File: config.mk
export PLATFORM = sky130hd
export DESIGN_NAME = section_scan_ctrl_flat
export DESIGN_NICKNAME = d
export VERILOG_FILES = /design/src/rtl/c6_pkg.sv /design/src/rtl/section_scan_ctrl_if.sv /design/src/rtl/sat_acc.sv /design/src/rtl/section_scan_ctrl.sv /design/src/flat_wrapper.sv
export SDC_FILE = /design/constraint.sdc
export NUM_CORES = 1
export LEC_CHECK = 0
export CAP_MARGIN = 10
export CELL_PAD_IN_SITES_DETAIL_PLACEMENT = 0
export CELL_PAD_IN_SITES_GLOBAL_PLACEMENT = 1
export CORE_ASPECT_RATIO = 1.75
export CORE_MARGIN = 2
export CORE_UTILIZATION = 49
export DETAILED_ROUTE_END_ITERATION = 16
export DONT_BUFFER_PORTS = 1
export MAX_ROUTING_LAYER = met4
export PLACE_DENSITY = 0.87
export REMOVE_ABC_BUFFERS = 1
export SYNTH_ARGS = -nofsm -noshare
export SYNTH_HDL_FRONTEND = slang
export SYNTH_SLANG_ARGS = --single-unit
File: constraint.sdc
create_clock -name clk -period 3.2 [get_ports clk]
set_input_delay 0.32 -clock clk [delete_from_list [all_inputs] [get_ports clk]]
set_output_delay 0.32 -clock clk [all_outputs]
set_load 0.02 [all_outputs]
File: src/rtl/c6_pkg.sv
// c6_pkg: shared constants and types for the board threat-scan controller.
//   - board section geometry (SECTION_SIZE, NUM_SECTIONS, IDX_W)
//   - scan FSM state encoding
//   - field order of sp_counts / totals: {T4_b,T3_b,T2_b,T4_w,T3_w,T2_w},
//     field 0 is the least significant slice
//   - threat score weights and helper (used when THREAT_SCORE_EN is defined)
package c6_pkg;

  localparam int SECTION_SIZE = 19;
  localparam int SECTION_W    = 2 * SECTION_SIZE;
  localparam int NUM_SECTIONS = 92;
  localparam int IDX_W        = 7;

  localparam int CNT_W        = 2;
  localparam int NUM_FIELDS   = 6;
  localparam int SP_COUNTS_W  = CNT_W * NUM_FIELDS;

  localparam int F_T2_W = 0;
  localparam int F_T3_W = 1;
  localparam int F_T4_W = 2;
  localparam int F_T2_B = 3;
  localparam int F_T3_B = 4;
  localparam int F_T4_B = 5;

  localparam int SCORE_W4 = 64;
  localparam int SCORE_W3 = 8;
  localparam int SCORE_W2 = 1;

  typedef enum logic [2:0] {
    S_IDLE   = 3'd0,
    S_FETCH  = 3'd1,
    S_LAUNCH = 3'd2,
    S_WAIT   = 3'd3,
    S_ACCUM  = 3'd4,
    S_DONE   = 3'd5
  } scan_state_t;

  function automatic int score_of(input int t4b, input int t3b, input int t2b,
                                  input int t4w, input int t3w, input int t2w);
    return SCORE_W4 * (t4b - t4w) + SCORE_W3 * (t3b - t3w) + SCORE_W2 * (t2b - t2w);
  endfunction

endpackage

File: src/rtl/section_scan_ctrl_if.sv
// section_scan_ctrl_if: section fetch bus plus section_processor link.
//   sec_req/sec_idx   : fetch request and section index (controller drives)
//   sec_valid/sec_data: fetched section cells, 2 bits/cell {b,w}, MSB pair = cell 0
//   sp_start          : one-cycle processor launch pulse
//   sp_section        : registered section presented to the processor
//   sp_counts         : per-section threat counts returned by the processor
// master = scan controller, slave = fetcher/processor side.
interface section_scan_ctrl_if;
  import c6_pkg::*;

  logic                   sec_req;
  logic [IDX_W-1:0]       sec_idx;
  logic                   sec_valid;
  logic [SECTION_W-1:0]   sec_data;
  logic                   sp_start;
  logic [SECTION_W-1:0]   sp_section;
  logic [SP_COUNTS_W-1:0] sp_counts;

  modport master (
    output sec_req, sec_idx, sp_start, sp_section,
    input  sec_valid, sec_data, sp_counts
  );

  modport slave (
    input  sec_req, sec_idx, sp_start, sp_section,
    output sec_valid, sec_data, sp_counts
  );

endinterface

File: src/rtl/sat_acc.sv
// sat_acc: one saturating threat total.
//   clk, rst : clock, asynchronous active-high reset
//   clr      : synchronous clear (takes priority over en)
//   en       : add addend this cycle
//   addend   : 2-bit per-section count
//   sum      : running total, sticks at 2**ACC_W-1
module sat_acc #(
  parameter int ACC_W = 8
) (
  input  logic             clk,
  input  logic             rst,
  input  logic             clr,
  input  logic             en,
  input  logic [1:0]       addend,
  output logic [ACC_W-1:0] sum
);

  logic [ACC_W-1:0] r_sum;
  logic [ACC_W:0]   w_wide;

  assign w_wide = {1'b0, r_sum} + {{(ACC_W-1){1'b0}}, addend};
  assign sum    = r_sum;

  always_ff @(posedge clk or posedge rst) begin
    if (rst) begin
      r_sum <= '0;
    end else if (clr) begin
      r_sum <= '0;
    end else if (en) begin
      r_sum <= w_wide[ACC_W] ? '1 : w_wide[ACC_W-1:0];
    end
  end

endmodule

File: src/rtl/section_scan_ctrl.sv
// section_scan_ctrl: sequences one full-board threat scan through a single
// section_processor. For each of NUM_SECTIONS sections: fetch, launch the
// processor, wait SP_WAIT cycles, accumulate the six 2-bit threat counts
// into saturating totals.
// Ports:
//   clk, rst : clock, asynchronous active-high reset
//   start    : one-cycle scan request, ignored while busy
//   abort    : synchronous abort back to IDLE (no done)
//   bus      : fetch + processor link (section_scan_ctrl_if.master)
//   busy     : high outside IDLE
//   done     : one-cycle completion pulse
//   totals   : {T4_b,T3_b,T2_b,T4_w,T3_w,T2_w}, ACC_W bits each, held after done
//   score    : (only with THREAT_SCORE_EN) signed weighted threat balance
// Optional feature macro: THREAT_SCORE_EN.
module section_scan_ctrl
  import c6_pkg::*;
#(
  parameter int SP_WAIT = 16,
  parameter int ACC_W   = 8
) (
  input  logic                   clk,
  input  logic                   rst,
  input  logic                   start,
  input  logic                   abort,
  section_scan_ctrl_if.master    bus,
  output logic                   busy,
  output logic                   done,
  output logic [6*ACC_W-1:0]     totals
`ifdef THREAT_SCORE_EN
  ,
  output logic signed [ACC_W+6:0] score
`endif
);

  localparam int WAIT_W = (SP_WAIT > 1) ? $clog2(SP_WAIT) : 1;

  scan_state_t          r_state;
  scan_state_t          w_next;
  logic [IDX_W-1:0]     r_sec_idx;
  logic [WAIT_W-1:0]    r_wait;
  logic [SECTION_W-1:0] r_section;

  logic w_accept;
  logic w_last;
  logic w_acc_en;

  assign w_accept = (r_state == S_IDLE) && start && !abort;
  assign w_last   = (r_sec_idx == IDX_W'(NUM_SECTIONS - 1));
  assign w_acc_en = (r_state == S_ACCUM) && !abort;

  // State register
  always_ff @(posedge clk or posedge rst) begin
    if (rst) r_state <= S_IDLE;
    else     r_state <= w_next;
  end

  // Next-state logic; abort overrides every transition
  always_comb begin
    w_next = r_state;
    if (abort) begin
      w_next = S_IDLE;
    end else begin
      case (r_state)
        S_IDLE:   if (start) w_next = S_FETCH;
        S_FETCH:  if (bus.sec_valid) w_next = S_LAUNCH;
        S_LAUNCH: w_next = S_WAIT;
        S_WAIT:   if (r_wait == '0) w_next = S_ACCUM;
        S_ACCUM:  w_next = w_last ? S_DONE : S_FETCH;
        S_DONE:   w_next = S_IDLE;
        default:  w_next = S_IDLE;
      endcase
    end
  end

  // Moore outputs
  always_comb begin
    bus.sec_req  = (r_state == S_FETCH);
    bus.sp_start = (r_state == S_LAUNCH);
    busy         = (r_state != S_IDLE);
    done         = (r_state == S_DONE);
  end

  assign bus.sec_idx    = r_sec_idx;
  assign bus.sp_section = r_section;

  // Section index, wait counter and processor input register
  always_ff @(posedge clk or posedge rst) begin
    if (rst) begin
      r_sec_idx <= '0;
      r_wait    <= '0;
      r_section <= '0;
    end else begin
      if (w_accept)
        r_sec_idx <= '0;
      else if (w_acc_en && !w_last)
        r_sec_idx <= r_sec_idx + 1'b1;

      if ((r_state == S_FETCH) && bus.sec_valid && !abort)
        r_section <= bus.sec_data;

      if (r_state == S_LAUNCH)
        r_wait <= WAIT_W'(SP_WAIT - 1);
      else if ((r_state == S_WAIT) && (r_wait != '0))
        r_wait <= r_wait - 1'b1;
    end
  end

  // One saturating total per sp_counts field, same slice order on both sides
  for (genvar g = 0; g < NUM_FIELDS; g++) begin : g_acc
    sat_acc #(.ACC_W(ACC_W)) u_acc (
      .clk    (clk),
      .rst    (rst),
      .clr    (w_accept),
      .en     (w_acc_en),
      .addend (bus.sp_counts[CNT_W*g +: CNT_W]),
      .sum    (totals[ACC_W*g +: ACC_W])
    );
  end

`ifdef THREAT_SCORE_EN
  logic signed [ACC_W+6:0] r_score;
  logic signed [ACC_W+6:0] w_score;

  always_comb begin
    w_score = (ACC_W+7)'(score_of(int'(totals[F_T4_B*ACC_W +: ACC_W]),
                                  int'(totals[F_T3_B*ACC_W +: ACC_W]),
                                  int'(totals[F_T2_B*ACC_W +: ACC_W]),
                                  int'(totals[F_T4_W*ACC_W +: ACC_W]),
                                  int'(totals[F_T3_W*ACC_W +: ACC_W]),
                                  int'(totals[F_T2_W*ACC_W +: ACC_W])));
  end

  always_ff @(posedge clk or posedge rst) begin
    if (rst)                    r_score <= '0;
    else if (r_state == S_DONE) r_score <= w_score;
  end

  // Totals are final on entry to DONE but only get captured at its closing
  // edge, so the DONE cycle forwards the live value to keep score valid with done.
  assign score = (r_state == S_DONE) ? w_score : r_score;
`endif

endmodule

File: src/flat_wrapper.sv
// flat-port wrapper written by rule: the top's interface ports become plain ports
module section_scan_ctrl_flat import c6_pkg::*;
#(
  parameter int SP_WAIT = 16,
  parameter int ACC_W   = 8
)
  (clk, rst, start, abort, busy, done, totals, bus_sec_req, bus_sec_idx, bus_sp_start, bus_sp_section, bus_sec_valid, bus_sec_data, bus_sp_counts);
  section_scan_ctrl_if bus_i ();
  input  logic clk;
  input  logic rst;
  input  logic start;
  input  logic abort;
  output logic busy;
  output logic done;
  output logic [6*ACC_W-1:0] totals;
  output wire logic [$bits(bus_i.sec_req)-1:0] bus_sec_req;
  output wire logic [$bits(bus_i.sec_idx)-1:0] bus_sec_idx;
  output wire logic [$bits(bus_i.sp_start)-1:0] bus_sp_start;
  output wire logic [$bits(bus_i.sp_section)-1:0] bus_sp_section;
  input wire logic [$bits(bus_i.sec_valid)-1:0] bus_sec_valid;
  input wire logic [$bits(bus_i.sec_data)-1:0] bus_sec_data;
  input wire logic [$bits(bus_i.sp_counts)-1:0] bus_sp_counts;
  assign bus_sec_req = bus_i.sec_req;
  assign bus_sec_idx = bus_i.sec_idx;
  assign bus_sp_start = bus_i.sp_start;
  assign bus_sp_section = bus_i.sp_section;
  assign bus_i.sec_valid = bus_sec_valid;
  assign bus_i.sec_data = bus_sec_data;
  assign bus_i.sp_counts = bus_sp_counts;
  section_scan_ctrl #(.SP_WAIT(SP_WAIT), .ACC_W(ACC_W)) u_core (.clk(clk), .rst(rst), .start(start), .abort(abort), .bus(bus_i), .busy(busy), .done(done), .totals(totals));
endmodule
==> flow_metrics.py, run 1 <==
metrics = {
    "status": {
        "status": "finished clean",
    },
    "clocking": {
        "htree_levels": 3,
        "clk_latency_ns": 0.34,
        "clk_pin_slew_worst_paths_ns": 0.07,
        "hold_buffers": 0,
        "cts_setup_buffers": 0,
        "cts.repair.resized": 0,
        "cts.path.max_buffers": 2,
        "cts_tree": "yes",
        "cts-root-buf": "clkbuf_16",
        "numCtsBuffers": 9,
        "clkSinkCount": 100,
    },
    "layout": {
        "utilization_pct": 54.5,
        "antenna_cells": 0,
        "syn_to_final_growth_pct": 8.36,
        "final_cell_area_um2": 5370,
        "layout.nets": 518,
        "drive_above_1_share_pct": 16.3,
    },
    "die": {
        "ios": 152,
        "fp.dieW_um": 80.0,
        "rows": 48,
        "die_area_um2": 11000,
        "core-area_um2": 9850,
        "start_util_pct": 50.3,
        "die_h_um": 137,
    },
    "grt": {
        "grt_pass1_wl_um": 17700,
        "use_met1_pct": 24.2,
        "busiest_layer": "met2",
        "track_usage_pct": 21.5,
        "overflow": 0,
        "grtUsageMet3_pct": 6.13,
        "grt_pass1_vias": 3648,
        "grt_max_degree": 75,
        "antenna_found_initial": 0,
        "use_met2_pct": 36.9,
    },
    "synth": {
        "synth.distinct_cells": 51,
        "synth-edff-count": 0,
        "syn-mean-instance-area_um2": 11.1,
        "synthCells": 445,
        "synthArstFlopShare_pct": 100,
        "ys_seq_area_share_pct": 50.5,
        "synth_warnings": 0,
        "synthFlopType": "dfrtp_1",
        "synth_area_um2": 4960,
        "ys_ff_latch": 100,
    },
    "placement": {
        "preCtsSetupSlack_ns": 0.951,
        "hpwl_um": 7960,
        "place_area_um2": 5070,
        "gp_congestion": 0.847,
        "io_buffers": 0,
    },
    "sta": {
        "hold_viol": 0,
        "worst_slack_ns": 0.935,
        "relSlewSlack_pct": 40.5,
        "finalWorstPathRequiredPeriod_ns": 2.26,
        "finalCritPeriodShare_pct": 70.8,
        "setup_violations": 0,
        "rsz0062_at_grt": "no",
        "holdWs_ns": 0.0454,
        "slew_violations": 0,
        "worst_pin_slew_ns": 0.893,
        "skew_ns": 0.00687,
        "clock.fmax_mhz": 442,
    },
    "routing": {
        "drc": 0,
        "drt.antenna.violating_nets": 0,
        "dr.pass1.iters": 4,
        "drt_wl_total_um": 11000,
        "routed_via_density": 6.09,
        "drtIter0Drc": 135,
        "vias": 3492,
        "wl_per_cell_um": 19.1,
    },
    "setup_path": {
        "critical_path_class": "reg -> reg",
        "required_ns": 3.40,
        "slowest_stage": "or3b_1",
        "arrival_ns": 2.47,
        "critPathMaxFanout": 24,
        "worst_setup_path_start_kind": "flip-flop",
        "end_kind": "flip-flop",
        "crit_path_max_incr_delay_ns": 0.77,
        "crit_chain": "or3_1 > or3b_1 > a21oi_1 > a31oi_1",
    },
    "pwr": {
        "p_total_mw": 3.34,
        "ir_drop_v": 0.000655,
        "power_density_nw_per_um2": 623,
        "leakage_nw": 2.43,
    },
    "hold_path": {
        "hold_class": "in -> async",
    },
    "flow_run": {
        "max-cap-violations": 0,
    },
}
[power by group]
part | switching [mW] | leakage (nW) | internal, mW
registers | 0.421 | 1.30 | 1.48
logic | 0.161 | 0.984 | 0.193
clock network | 0.475 | 0.140 | 0.615
[per-stage QoR]
step	instances	setup TNS, ns
2_1_floorplan	426	-3.28
3_3_place_gp	557	0
3_5_place_dp	557	0
4_1_cts	573	0
5_1_grt	573	0
6_report	573	0
[final timing paths]
path / from / endpoint / slack [ns] / depth (start not counted)
max: u_core.r_state[2]$_DFFE_PP0P_ / u_core.g_acc[1].u_acc.sum[1]$_DFFE_PP0P_ / 0.94 / 4
min: rst / u_core.bus.sp_section[17]$_DFFE_PP0P_ / 0.05 / 1
max reg2reg: u_core.r_state[2]$_DFFE_PP0P_ / u_core.g_acc[1].u_acc.sum[1]$_DFFE_PP0P_ / 0.94 / 4
min reg2reg: u_core.r_wait[1]$_DFFE_PP0P_ / u_core.r_wait[1]$_DFFE_PP0P_ / 0.53 / 2
max in group asynchronous: rst / u_core.bus.sec_idx[3]$_DFFE_PP0P_ / 2.41 / 2
min in group clk: abort / u_core.r_state[0]$_DFFE_PP0P_ / 0.05 / 1
[cells in the mapped netlist (2+ instances only)]
| cell type | instances | share of area (%) |
|---|---|---|
| nor3b_4 | 4 | 1.5 |
| buf_6 | 3 | 0.68 |
| o21a_1 | 2 | 0.30 |
| mux2_2 | 38 | 8.6 |
| a21oi_1 | 35 | 3.5 |
| nand2b_1 | 3 | 0.38 |
| inv_1 | 26 | 2.0 |
| and3_1 | 15 | 1.9 |
| a311oi_1 | 6 | 1.1 |
| nand3b_1 | 3 | 0.45 |
| a31oi_1 | 21 | 2.7 |
| and4b_1 | 4 | 0.81 |
| nor3b_1 | 5 | 0.76 |
| nand4_1 | 6 | 0.76 |
| buf_2 | 6 | 0.61 |
| dfrtp_1 | 100 | 50 |
| ha_1 | 14 | 3.5 |
| nor2b_1 | 5 | 0.63 |
| xnor2_1 | 5 | 0.88 |
| a21o_1 | 3 | 0.45 |
| nand3_1 | 8 | 0.81 |
| nor3_1 | 19 | 1.9 |
| or3_1 | 4 | 0.50 |
| clkbuf_1 | 9 | 0.68 |
| and4_1 | 10 | 1.8 |
| o21ai_0 | 12 | 1.2 |
| fa_1 | 6 | 2.4 |
| mux2i_1 | 3 | 0.61 |
| and2_1 | 3 | 0.38 |
| xor2_1 | 2 | 0.35 |
| a211oi_1 | 2 | 0.30 |
| nand2_1 | 14 | 1.1 |
| nor2_1 | 31 | 2.3 |
[cell type report]
| class | instances | area (um2) |
|---|---|---|
| tap | 125 | 156 |
| clock buffer | 10 | 229 |
| sequential | 100 | 2500 |
| clock inverter | 6 | 71.3 |
| timing repair buffer | 6 | 45.0 |
| inverter | 26 | 100 |
| multi-input combinational | 300 | 2270 |
| fill | 864 | 4480 |
[kinds of logic after synthesis]
logic type	count (synthesis)	synth area share, %
xor gates and xnor gates	7	1.24
muxes	41	9.24
DFF	100	50.5
and+or+nand+nor	144	18.1
adders and majority gates	20	5.96
buffers and inverters	45	4.01
AOI/OAI and AO/OA	88	11.0
[critical path: cells and delay by family (launching register included)]
family | cells | cell delay, ns
AND/OR/NAND/NOR | 2 | 1.33
flip-flops | 1 | 0.46
AO/OA/AOI/OAI | 2 | 0.34
[layer usage]
layer / up-vias / wire, um
met1: 1725 / 4150
met5: - / 0
met3: 13 / 805
met4: 0 / 188
met2: 137 / 5830
li1: 1617 / -
[cell usage in the layout, fill, tap and decap left out, types with 14 or more instances in the layout]
cell type	count
mux2_2	38
nor2_1	31
inv_1	25
ha_1	14
a21oi_1	35
nor3_1	19
and3_1	15
dfrtp_1	100
nand2_1	14
a31oi_1	21
[sequential cells by signal (all words and copies together), names as in the netlist]
| register | cells |
|---|---|
| u_core.bus.sp_section | 38 |
| u_core.bus.sec_idx | 7 |
| u_core.r_wait | 4 |
| u_core.r_state | 3 |
| u_core.g_acc.u_acc.sum | 48 |
(Power assumes the default switching activity.)
==> run 2, diff against run 1 <==
CORE_UTILIZATION = 44   (was 49)
PLACE_DENSITY = 0.83   (was 0.87)
clock period = 2 ns   (was 3.2 ns; I/O delays follow)
==> run 2 against run 1 <==
Non-clock buffer count rose by 77. Worst setup slack got worse by 0.89 ns. Clock-buffer cell count increased by 1. Flip-flop and latch count is the same. Combinational power rose by 110%. Global-route usage shrank 1.0 points. Sequential power grew 58%. Power rose by 60%. Core utilization increased by 1.0 points. Cell area is 14% higher. Die area increased by 11%. Largest cell class unchanged.
==> flow_metrics.py, run 2 (synthesized netlist as in run 1, its figures left out) <==
metrics = {
    "status": {
        "status": "finished clean",
    },
    "layout": {
        "fill_cells": 944,
        "drive_above_1_share_pct": 24.5,
        "layout.nets": 597,
        "antenna_cells": 0,
        "seqCellArea_um2": 2500,
        "syn_to_final_growth_pct": 23.7,
        "finalNonFillerCells": 659,
        "mostFrequentLayoutCells": "dfrtp_1, buf_4, mux2_2",
        "multiInputGateArea_um2": 2330,
        "final_common_cell": "dfrtp_1",
        "largest_reg_flops": 48,
    },
    "routing": {
        "vias": 3835,
        "dr.pass1.iters": 4,
        "drtIter0Drc": 167,
        "drc": 0,
        "routed_via_density": 5.82,
        "wl_per_cell_um": 18.9,
        "drt.antenna.violating_nets": 0,
        "drt_wl_total_um": 12500,
    },
    "placement": {
        "dpl.cell_count": 599,
        "gp_congestion": 0.818,
        "io_buffers": 0,
        "preCtsSetupSlack_ns": -0.0199,
        "hpwl_um": 8430,
    },
    "clocking": {
        "numCtsBuffers": 9,
        "cts_tree": "yes",
        "cts-root-buf": "clkbuf_16",
        "htree_levels": 3,
        "cts.path.max_buffers": 2,
        "clk_pin_slew_worst_paths_ns": 0.07,
        "clkSinkCount": 100,
        "clk_latency_ns": 0.34,
    },
    "hold_path": {
        "hold_depth": 1,
        "hold_class": "in -> reg",
        "min-delay-start": "bus_sec_data[3]",
        "min_to": "u_core.bus.sp_section[3]$_DFFE_PP0P_",
    },
    "setup_path": {
        "worst_setup_path_start_kind": "flip-flop",
        "end_kind": "flip-flop",
        "critPathMaxFanout": 18,
        "critical_path_class": "reg -> reg",
        "r2r_cells": 6,
        "crit_start": "u_core.r_state[1]$_DFFE_PP0P_",
        "r2r_end": "u_core.g_acc[5].u_acc.sum[1]$_DFFE_PP0P_",
        "rrSetupSlack_ns": 0.05,
        "required_ns": 2.22,
        "reg2reg_from": "u_core.r_state[1]$_DFFE_PP0P_",
        "arrival_ns": 2.17,
    },
    "pwr": {
        "p_total_mw": 5.36,
        "ir_drop_v": 0.000663,
        "leakage_nw": 2.80,
        "power_density_nw_per_um2": 874,
    },
    "die": {
        "rows": 51,
        "die_h_um": 144,
        "fp.dieW_um": 84.2,
        "start_util_pct": 44.9,
        "ios": 152,
        "core-area_um2": 11000,
        "die_area_um2": 12200,
    },
    "grt": {
        "overflow": 0,
        "grt_pass1_vias": 3904,
        "track_usage_pct": 20.5,
        "antenna_found_initial": 0,
        "grt_pass1_wl_um": 19000,
        "grt_max_degree": 59,
    },
    "sta": {
        "relSlewSlack_pct": 67.1,
        "finalSetupTns_ns": 0,
        "slew_violations": 0,
        "worst_slack_ns": 0.0494,
        "worst_pin_slew_ns": 0.494,
        "hold_viol": 0,
        "finalCritPeriodShare_pct": 97.5,
        "clock.fmax_mhz": 513,
        "holdWs_ns": 0.0109,
        "skew_ns": 0.00762,
        "setup_violations": 0,
        "finalWorstPathRequiredPeriod_ns": 1.95,
        "rsz0062_at_grt": "yes",
    },
    "flow_run": {
        "max-cap-violations": 0,
    },
}
==> run 2: cell types whose count changed in the layout (fill, tap and decap cells not counted), moves of 3 or more <==
cell	previous run	this run
inv_6	3	0
nor2b_1	5	2
dlygate4sd3_1	0	35
nor2b_2	0	3
buf_6	0	3
buf_4	6	43
==> run 2: final cells by class <==
cell class / instances / share of cell area [%]
well taps: 132 / 2.69
flip-flops and latches: 100 / 40.9
clock inverters: 5 / 0.612
repair buffers: 83 / 12.2
inverters: 26 / 1.63
clock buffers: 11 / 3.96
multi-input cells: 302 / 38.1
==> run 2: worst max path at each step <==
stage,to,slack (ns)
after global placement,u_core.g_acc[5].u_acc.sum[7]$_DFFE_PP0P_,0.06
after floorplan,u_core.g_acc[2].u_acc.sum[4]$_DFFE_PP0P_,-1.54
after detailed placement,u_core.g_acc[3].u_acc.sum[5]$_DFFE_PP0P_,-0.02
after CTS,u_core.g_acc[4].u_acc.sum[5]$_DFFE_PP0P_,0.02
after global routing,u_core.g_acc[2].u_acc.sum[5]$_DFFE_PP0P_,-0.04
final,u_core.g_acc[5].u_acc.sum[1]$_DFFE_PP0P_,0.05
==> run 2: timing repair <==
action                                  in CTS  in global routing
pin swaps                                    1                  3
hold endpoints to repair                    56                  0
setup buffers                                0                  7
cloned                                       0                  2
gates resized for setup                      0                 18
endpoints found under the setup margin       4                 14
hold buffers                                35                  0
==> run 2: critical path, cell delays in order, from the launching register on <==
cell	delay (ns)
dfrtp_2	0.44
buf_4	0.18
or3_1	0.35
or3b_4	0.41
buf_6	0.18
a21oi_1	0.19
a31oi_1	0.08
==> run 2: power by group <==
part / internal, mW / switching [mW] / total [mW]
sequential: 2.37 / 0.640 / 3.01
combinational: 0.410 / 0.318 / 0.728
clock: 0.880 / 0.745 / 1.63
==> run 2: per-layer routing <==
metal	up-vias	part of all wire, %	track usage [%]
met5	-	0	-
met4	0	2.3	8.74
met3	21	7.1	5.59
met2	143	55	35.5
met1	1896	36	21.9
li1	1775	-	-
==> run 2: through the flow <==
| step | cell area [um2] | utilization (%) |
|---|---|---|
| floorplan | 4850 | - |
| global placement | 5370 | 48.6 |
| detailed placement | 5370 | 48.6 |
| CTS | 6000 | 54.3 |
| global route | 6130 | 55.5 |
| finish | 6130 | 55.5 |
==> run 3, diff against run 2 <==
GPL_TIMING_DRIVEN = 0   (was not set)
==> run 3 against run 2 <==
Final cell count is 3.3% lower. Via count fell by 1.6%. Global-route usage is 0.16 points lower. Sequential power is essentially flat. Wire length fell by 2.7%. Fmax down 3.8%. The flow now finishes with violations (negative setup slack). Critical path depth unchanged. Clock skew shrank 0.00066 ns.
==> flow_metrics.py, run 3 (synthesized netlist as in run 1, its figures left out) <==
metrics = {
    "routing": {
        "drc": 0,
        "drtIter0Drc": 132,
        "routed_via_density": 5.93,
        "wl_per_cell_um": 19.0,
        "drt.antenna.violating_nets": 0,
        "vias": 3775,
        "dr.pass1.iters": 4,
        "drt_wl_total_um": 12100,
    },
    "status": {
        "status": "finished with violations",
        "failed_checks": "negative setup slack",
    },
    "setup_path": {
        "end_kind": "flip-flop",
        "arrival_ns": 2.25,
        "rrSetupSlack_ns": -0.03,
        "crit_path_max_incr_delay_ns": 0.47,
        "reg2reg_from": "u_core.r_state[1]$_DFFE_PP0P_",
        "r2r_cells": 6,
        "worst_setup_path_start_kind": "flip-flop",
        "crit_chain": "buf_4 > nor3b_4 > nand3b_1 > buf_8 > buf_16 > mux2_2",
        "critical_path_class": "reg -> reg",
        "r2r_end": "u_core.bus.sp_section[31]$_DFFE_PP0P_",
        "required_ns": 2.22,
        "critPathMaxFanout": 21,
        "slowest_stage": "dfrtp_2",
    },
    "die": {
        "rows": 51,
        "die_area_um2": 12200,
        "die_h_um": 144,
        "start_util_pct": 44.9,
        "ios": 152,
        "core-area_um2": 11000,
        "fp.dieW_um": 84.2,
    },
    "hold_path": {
        "hold_depth": 1,
        "hold_class": "in -> reg",
        "min-delay-start": "bus_sec_data[33]",
        "min_to": "u_core.bus.sp_section[33]$_DFFE_PP0P_",
    },
    "sta": {
        "slew_violations": 0,
        "hold_viol": 0,
        "worst_pin_slew_ns": 0.578,
        "skew_ns": 0.00697,
        "relSlewSlack_pct": 61.5,
        "finalWorstPathRequiredPeriod_ns": 2.03,
        "rsz0062_at_grt": "yes",
        "setup_violations": 21,
        "clock.fmax_mhz": 493,
        "worst_slack_ns": -0.0274,
        "finalCritPeriodShare_pct": 101,
    },
    "grt": {
        "grt_pass1_vias": 3711,
        "antenna_found_initial": 0,
        "track_usage_pct": 20.3,
        "grt_pass1_wl_um": 18900,
        "overflow": 0,
        "grt_max_degree": 58,
    },
    "placement": {
        "gp_congestion": 0.809,
        "place_area_um2": 5150,
        "io_buffers": 0,
        "hpwl_um": 7880,
        "dpl.cell_count": 566,
        "preCtsSetupSlack_ns": -0.341,
    },
    "layout": {
        "drive_above_1_share_pct": 24.2,
        "fill_cells": 944,
        "final_cell_area_um2": 6060,
        "mostFrequentLayoutCells": "dfrtp_1, mux2_2, dlygate4sd3_1",
        "syn_to_final_growth_pct": 22.3,
        "final_common_cell": "dfrtp_1",
        "antenna_cells": 0,
        "finalNonFillerCells": 637,
        "largest_reg_flops": 48,
        "layout.nets": 575,
        "utilization_pct": 54.9,
    },
    "clocking": {
        "numCtsBuffers": 9,
        "clkSinkCount": 100,
        "cts_tree": "yes",
        "htree_levels": 3,
        "clk_latency_ns": 0.34,
        "cts-root-buf": "clkbuf_16",
        "cts.path.max_buffers": 2,
        "clk_pin_slew_worst_paths_ns": 0.07,
    },
    "pwr": {
        "p_total_mw": 5.41,
        "ir_drop_v": 0.000666,
        "power_density_nw_per_um2": 891,
        "leakage_nw": 2.69,
    },
    "flow_run": {
        "max-cap-violations": 0,
    },
}
-- run 3: how the worst max path moves through the flow --
stage | from | endpoint | slack (ns) | depth (start not counted)
2_1_floorplan | u_core.r_state[0]$_DFFE_PP0P_ | u_core.g_acc[2].u_acc.sum[4]$_DFFE_PP0P_ | -1.54 | 4
3_3_place_gp | u_core.r_state[0]$_DFFE_PP0P_ | u_core.g_acc[2].u_acc.sum[4]$_DFFE_PP0P_ | -3.56 | 4
3_5_place_dp | u_core.r_state[0]$_DFFE_PP0P_ | u_core.bus.sp_section[2]$_DFFE_PP0P_ | -0.34 | 5
4_1_cts | u_core.r_state[1]$_DFFE_PP0P_ | u_core.g_acc[0].u_acc.sum[5]$_DFFE_PP0P_ | -0.007 | 4
5_1_grt | u_core.r_state[1]$_DFFE_PP0P_ | u_core.bus.sp_section[13]$_DFFE_PP0P_ | -0.05 | 6
6_report | u_core.r_state[1]$_DFFE_PP0P_ | u_core.bus.sp_section[31]$_DFFE_PP0P_ | -0.03 | 6
-- run 3: repair_timing --
| item | in CTS | in global routing |
|---|---|---|
| hold buffers | 35 | 2 |
| hold endpoints to repair | 79 | 2 |
| resized for setup | 19 | 16 |
| gates cloned | 2 | 0 |
| pin swaps | 3 | 8 |
| endpoints found under the setup margin | 79 | 27 |
| setup buffers | 8 | 8 |
-- run 3: where the power goes --
part	internal [mW]	switching, mW
clock network	0.874	0.802
registers	2.37	0.675
logic	0.399	0.289
total	3.64	1.77
-- run 3: metrics by stage --
step	hold WS [ns]	TNS [ns]
2_1_floorplan	0.266	-168.87
3_3_place_gp	0.271	-377.36
3_5_place_dp	0.179	-18.26
4_1_cts	0.000739	-0.00863
5_1_grt	0.00314	-0.830
6_report	0.0135	-0.274
-- run 3: cell type report --
class | count | area, um2 | area share [%]
well taps | 132 | 165 | 2.72
flip-flops and latches | 100 | 2510 | 41.5
clock inverters | 6 | 57.6 | 0.949
multi-input cells | 302 | 2380 | 39.2
repair buffers | 61 | 618 | 10.2
inverters | 26 | 100 | 1.65
clock buffers | 10 | 229 | 3.78
-- run 3: routing by layer --
| metal | GRT usage [%] | routed length, um | vias up |
|---|---|---|---|
| met5 | - | 0 | - |
| met4 | 7.05 | 235 | 0 |
| met3 | 4.22 | 718 | 18 |
| met2 | 34.7 | 6430 | 138 |
| met1 | 23.8 | 4740 | 1887 |
| li1 | - | - | 1732 |
-- run 3: critical path: cells and delay by family, from the launching register on --
family | cells | cell delay [ns]
multiplexers | 1 | 0.28
buffers and inverters | 3 | 0.57
flip-flops | 1 | 0.47
AND/OR/NAND/NOR | 2 | 0.59
